[config.mk]
export PLATFORM = sky130hd
export DESIGN_NAME = eviction_buffer
export DESIGN_NICKNAME = d
export VERILOG_FILES = /design/src/rtl/eviction_buffer.sv
export SDC_FILE = /design/constraint.sdc
export NUM_CORES = 1
export LEC_CHECK = 0
export ABC_CLOCK_PERIOD_IN_PS = 17150
export CORE_AREA = 2 2 276 251
export CTS_BUF_LIST = sky130_fd_sc_hd__clkbuf_16
export CTS_CLUSTER_SIZE = 16
export DETAILED_ROUTE_END_ITERATION = 8
export DIE_AREA = 0 0 278 253
export GPL_ROUTABILITY_DRIVEN = 0
export PLACE_DENSITY = 0.74
export SLEW_MARGIN = 40
export SYNTH_ARGS = -nofsm -noshare
export SYNTH_HDL_FRONTEND = slang
export SYNTH_SLANG_ARGS = --single-unit
[constraint.sdc]
create_clock -name clk -period 17.15 [get_ports clk]
set_clock_uncertainty 0.15 [all_clocks]
set_input_delay 2.5725 -clock clk [delete_from_list [all_inputs] [get_ports clk]]
set_output_delay 2.5725 -clock clk [all_outputs]
set_load 0.03 [all_outputs]
[src/rtl/eviction_buffer.sv]
// Write-back buffer between the L1 line port and physical memory.
// Absorbs dirty evictions, forwards buffered lines, drains when idle.
module eviction_buffer #(
  parameter int DEPTH = 4
) (
  input  logic         clk,
  input  logic         reset,
  input  logic         mem_read,
  input  logic         mem_write,
  input  logic [15:0]  mem_address,
  input  logic [127:0] mem_wdata,
  output logic [127:0] mem_rdata,
  output logic         mem_resp,
  output logic         pmem_read,
  output logic         pmem_write,
  output logic [15:0]  pmem_address,
  output logic [127:0] pmem_wdata,
  input  logic [127:0] pmem_rdata,
  input  logic         pmem_resp,
  output logic         empty,
  output logic         full
);
  localparam int PW = (DEPTH > 1) ? $clog2(DEPTH) : 1;
  localparam int CW = $clog2(DEPTH + 1);

  typedef enum logic [1:0] {
    IDLE, READ_MEM, DRAIN, RESP
  } state_t;

  state_t           r_state;
  logic [11:0]      r_tag  [DEPTH];
  logic [127:0]     r_data [DEPTH];
  logic [DEPTH-1:0] r_valid;
  logic [PW-1:0]    r_head;
  logic [PW-1:0]    r_tail;
  logic [CW-1:0]    r_count;
  logic [127:0]     r_rdata;
  logic             r_resp;
  logic             r_pread;
  logic             r_pwrite;

  logic [11:0]   w_tag;
  logic          w_hit;
  logic [PW-1:0] w_hit_idx;
  logic          w_unused;

  assign w_tag    = mem_address[15:4];
  assign w_unused = ^mem_address[3:0];

  // Tags are unique, so at most one entry can match.
  always_comb begin
    w_hit     = 1'b0;
    w_hit_idx = '0;
    for (int i = 0; i < DEPTH; i++) begin
      if (r_valid[i] && r_tag[i] == w_tag) begin
        w_hit     = 1'b1;
        w_hit_idx = PW'(i);
      end
    end
  end

  function automatic logic [PW-1:0] inc(
    input logic [PW-1:0] p
  );
    return (p == PW'(DEPTH - 1)) ? '0 : p + 1'b1;
  endfunction

  always_ff @(posedge clk) begin
    if (reset) begin
      r_state  <= IDLE;
      r_valid  <= '0;
      r_head   <= '0;
      r_tail   <= '0;
      r_count  <= '0;
      r_rdata  <= '0;
      r_resp   <= 1'b0;
      r_pread  <= 1'b0;
      r_pwrite <= 1'b0;
    end else begin
      unique case (r_state)
        IDLE: begin
          if (mem_read) begin
            if (w_hit) begin
              r_rdata <= r_data[w_hit_idx];
              r_resp  <= 1'b1;
              r_state <= RESP;
            end else begin
              r_pread <= 1'b1;
              r_state <= READ_MEM;
            end
          end else if (mem_write) begin
            if (w_hit) begin
              r_data[w_hit_idx] <= mem_wdata;
              r_resp  <= 1'b1;
              r_state <= RESP;
            end else if (!full) begin
              r_tag[r_tail]   <= w_tag;
              r_data[r_tail]  <= mem_wdata;
              r_valid[r_tail] <= 1'b1;
              r_tail  <= inc(r_tail);
              r_count <= r_count + 1'b1;
              r_resp  <= 1'b1;
              r_state <= RESP;
            end else begin
              r_pwrite <= 1'b1;
              r_state  <= DRAIN;
            end
          end else if (!empty) begin
            r_pwrite <= 1'b1;
            r_state  <= DRAIN;
          end
        end
        READ_MEM: begin
          if (pmem_resp) begin
            r_rdata <= pmem_rdata;
            r_pread <= 1'b0;
            r_resp  <= 1'b1;
            r_state <= RESP;
          end
        end
        DRAIN: begin
          if (pmem_resp) begin
            r_pwrite        <= 1'b0;
            r_valid[r_head] <= 1'b0;
            r_head  <= inc(r_head);
            r_count <= r_count - 1'b1;
            r_state <= IDLE;
          end
        end
        RESP: begin
          r_resp  <= 1'b0;
          r_state <= IDLE;
        end
        default: r_state <= IDLE;
      endcase
    end
  end

  assign mem_rdata  = r_rdata;
  assign mem_resp   = r_resp;
  assign pmem_read  = r_pread;
  assign pmem_write = r_pwrite;
  assign pmem_wdata = r_data[r_head];
  assign pmem_address = (r_state == READ_MEM)
                      ? {w_tag, 4'h0}
                      : {r_tag[r_head], 4'h0};
  assign empty = (r_count == '0);
  assign full  = (r_count == CW'(DEPTH));

endmodule

==> results_dict.tcl <==
set metrics [dict create \
    rsz_0062_raised_after_global_routing "false" \
    hpwl_um 60600 \
    holdBufCountCts 0 \
    number_of_iterations_in_the_first_detailed_routing_pass 6 \
    synthDominantCellAreaShare_pct 52.3 \
    globalRouteMet2Util_pct 47.3 \
    switchingPower_uw 1070 \
    cp_cell_sequence "clkdlybuf4s50_1, xor2_1, nor4_1, and4_4, buf_12, buf_12, o2111ai_1, a21oi_4, buf_8, buf_4" \
    drt_wl_total_um 101000 \
    most_frequent_cell_after_synthesis "edfxtp_1" \
    wire_per_inst_um 26.4 \
    intPower_uw 3060 \
    finalHoldViolations 0 \
    synth_enable_flop_cells 560 \
    synthDominantAreaCellType "edfxtp_1" \
    ff2ff_setup_slack_ns 12.29 \
    critical_path.endpoint_type "register" \
    power.sequential.fraction_pct 46.9 \
    critical_path_buf_inv_count 5 \
    grt.busiest_layer "met2" \
    finalCritPeriodShare_pct 41.2 \
    cp_data_required_time_ns 17.23 \
    synth_commonest_cells "edfxtp_1 (560), nor4_1 (389), clkbuf_1 (173), nor2_1 (154), dfxtp_1 (146)" \
    avgViaCountPerCell 6.41 \
    post_cts_resized 0 \
    number_of_cells_on_the_critical_path 10 \
    grt_use_met1_pct 34.2 \
    clkTransAtPathRegs_ns 0.06 \
    filler_cell_count_in_the_final_layout 5135 \
    timing.critical_path.from_type "primary input" \
    critical_path.max_fanout 126 \
    synthSimpleGateAreaFrac_pct 14.8 \
    clockPowerShare_pct 37.4 \
    syn_avg_cell_area_um2 13.1 \
    clk_root_buffer_cell "clkbuf_16" \
    p_sw_share_pct 25.9 \
    syn_area_um2 32100 \
    layout_overhead_on_the_synthesized_area_pct 26.4 \
    worst-slew-pin-transition_ns 0.919 \
    clock_tree_from_tritoncts "yes" \
    dp_area_um2 38200 \
    detail_route.iter0.violations 2726 \
    worstHoldPathType "reg2reg" \
    clock_insertion_delay_worst_skew_ns 0.61 \
    synth-compound-area-share_pct 8.19 \
    yosysUniqueCellTypes 43 \
    design.core.area_um2 67700 \
    synth_sequential_area_ratio_pct 61.4 \
    core.rowCount 91 \
    p_comb_share_pct 15.7 \
    outcome "completed" \
    grt_start_max_net_pins 172 \
    critPathMaxStageDelay_ns 0.69 \
    synthArstFlopShare_pct 0 \
    critPathSlowestCell "clkdlybuf4s50_1" \
    synth_top_family_by_area "simple AND/OR/NAND/NOR gates" \
    synthesis.instances 2462 \
    headroom_to_the_max_slew_limit_pct 38.2 \
    crit_top_cell "buf_12" \
    ys_warn_count 0 \
    period_needed_ns 7.07 \
    final_util_pct 60.0 \
    gr_layer_usage_met3_pct 7.53 \
    initial_core_util_pct 47.4 \
    synth_top_flop_cell "edfxtp_1" \
    synth_top_cells_by_area "edfxtp_1 (52%), mux4_2 (9.8%), dfxtp_1 (9.1%), nor4_1 (7.6%), o31a_1 (3.5%)" \
    report.final.setup_viol 0 \
    pins_over_slew_limit 0 \
    ant_nets 0 \
    clock-sinks 706 \
    drcViolationCount 0 \
    synth-adder-area-share_pct 0.374 \
    gr-total-overflow 0 \
    die_area_um2 70300 \
    postLayoutCellArea_um2 40600 \
    fp.dieW_um 278 \
    synth_mux_area_share_pct 10.4 \
    via_count 24500 \
    ioPinCount 554 \
    maxCapViolations 0 \
    worst-endpoint-arrival_ns 7.14 \
    buffer_ports.inserted 545 \
    grt_pass1_vias 24200 \
    layout-drive-gt1-share_pct 11.0 \
    p_per_area_nw_per_um2 102 \
    cp_top_family "buffers and inverters" \
    clockBufferDepth 3 \
    fin_tns_setup_ns 0 \
    antenna_violations_before_repair 15 \
    htreeDepth 3 \
    max_clock_freq_mhz 142 \
    post_cts_buffers 0 \
    path_class "in2reg" \
    nNetsFinal 3149 \
    power.leakage_uw 0.0128 \
    ys_ff_latch 706 \
    post_synth_xor_area_fraction_pct 1.34 \
    global_route.usage.total_pct 27.7 \
    report.power.total_uw 4130 \
    cts_buffers 74 \
    chipHeight_um 253 \
    worst_ir_drop_vdd_v 0.0000747 \
    min_delay_path_depth 1 \
    r2r_cells 9 \
    first_pass_grt_wire_length_um 148000 \
]
routing by layer:
| layer | up-vias | routed length [um] |
|---|---|---|
| met5 | - | 142 |
| met4 | 22 | 3060 |
| met3 | 210 | 10200 |
| met2 | 1296 | 50000 |
| met1 | 12300 | 37100 |
| li1 | 10600 | - |
cells by family after synthesis:
| group | Yosys count |
|---|---|
| XOR/XNOR | 49 |
| buffers and inverters | 275 |
| other | 1 |
| adder cells (fa/ha/maj) | 9 |
| flip-flops | 706 |
| AND/OR/NAND/NOR | 848 |
| multiplexers | 156 |
| AO/OA/AOI/OAI | 418 |
cell type report:
cell class | count | area [um2] | share of cell area (%)
multi-input cells | 1484 | 11400 | 28.0
diodes | 7 | 17.5 | 0.0431
inverters | 8 | 30.0 | 0.0739
clock buffers | 77 | 1930 | 4.74
repair buffers | 589 | 5990 | 14.7
clock inverters | 60 | 414 | 1.02
well taps | 883 | 1100 | 2.72
flip-flops and latches | 706 | 19800 | 48.6
layout by cell type, fill, tap and decap left out, drive strengths merged, types with 8 or more instances in the layout:
cell / count
xor2: 11
clkinv: 35
clkdlybuf4s50: 544
o31a: 129
inv: 27
nand4: 8
mux2: 15
a21oi: 139
buf: 45
nand2: 12
nor4: 392
edfxtp: 560
o21ai: 134
ha: 8
dfxtp: 146
nor2: 154
mux4: 140
clkbuf: 77
xnor2: 38
nor3: 132
and2: 130
state kept, by name, summed over array words and instances, names as in the netlist, named ones only:
| register | count |
|---|---|
| r_tail | 2 |
| pmem_read | 1 |
| mem_resp | 1 |
| r_count | 3 |
| r_valid | 4 |
| pmem_write | 1 |
| mem_rdata | 128 |
| r_tag | 48 |
| r_state | 2 |
| r_data | 512 |
| r_head | 2 |
path summary, 6_finish.rpt:
| check | startpoint | end |
|---|---|---|
| hold / removal | mem_resp$_SDFFE_PP0P_ | mem_resp$_SDFFE_PP0P_ |
| setup / recovery | mem_address[12] | r_data[1][23]$_DFFE_PP_ |
| hold reg to reg | mem_resp$_SDFFE_PP0P_ | mem_resp$_SDFFE_PP0P_ |
| setup reg to reg | r_tag[3][8]$_DFFE_PP_ | r_data[1][23]$_DFFE_PP_ |
power by group through the flow:
| stage | sequential (uW) | clock [uW] | combinational [uW] |
|---|---|---|---|
| 3_3_place_gp | 1970 | 0 | 630 |
| 4_1_cts | 1930 | 1570 | 648 |
| 5_1_grt | 1940 | 1630 | 687 |
| 2_1_floorplan | 2020 | 0 | 313 |
| 6_report | 1930 | 1550 | 648 |
| 3_5_place_dp | 1970 | 0 | 645 |
worst register-to-register path: stages (launching register included):
cell       delay [ns]
edfxtp_1         0.41
xor2_1           0.20
nor4_1           0.52
and4_4           0.61
buf_12           0.31
buf_12           0.46
o2111ai_1        0.31
a21oi_4          0.55
buf_8            0.25
buf_4            0.62
metrics by stage:
step	hold slack, ns	setup WS, ns	instances
2_1_floorplan	0.303	-0.0859	2465
3_3_place_gp	0.338	8.95	3662
3_5_place_dp	0.342	9.41	3667
4_1_cts	0.359	10.05	3804
5_1_grt	0.380	9.84	3810
6_report	0.360	10.08	3814
Power figures use the tool's default switching activity.
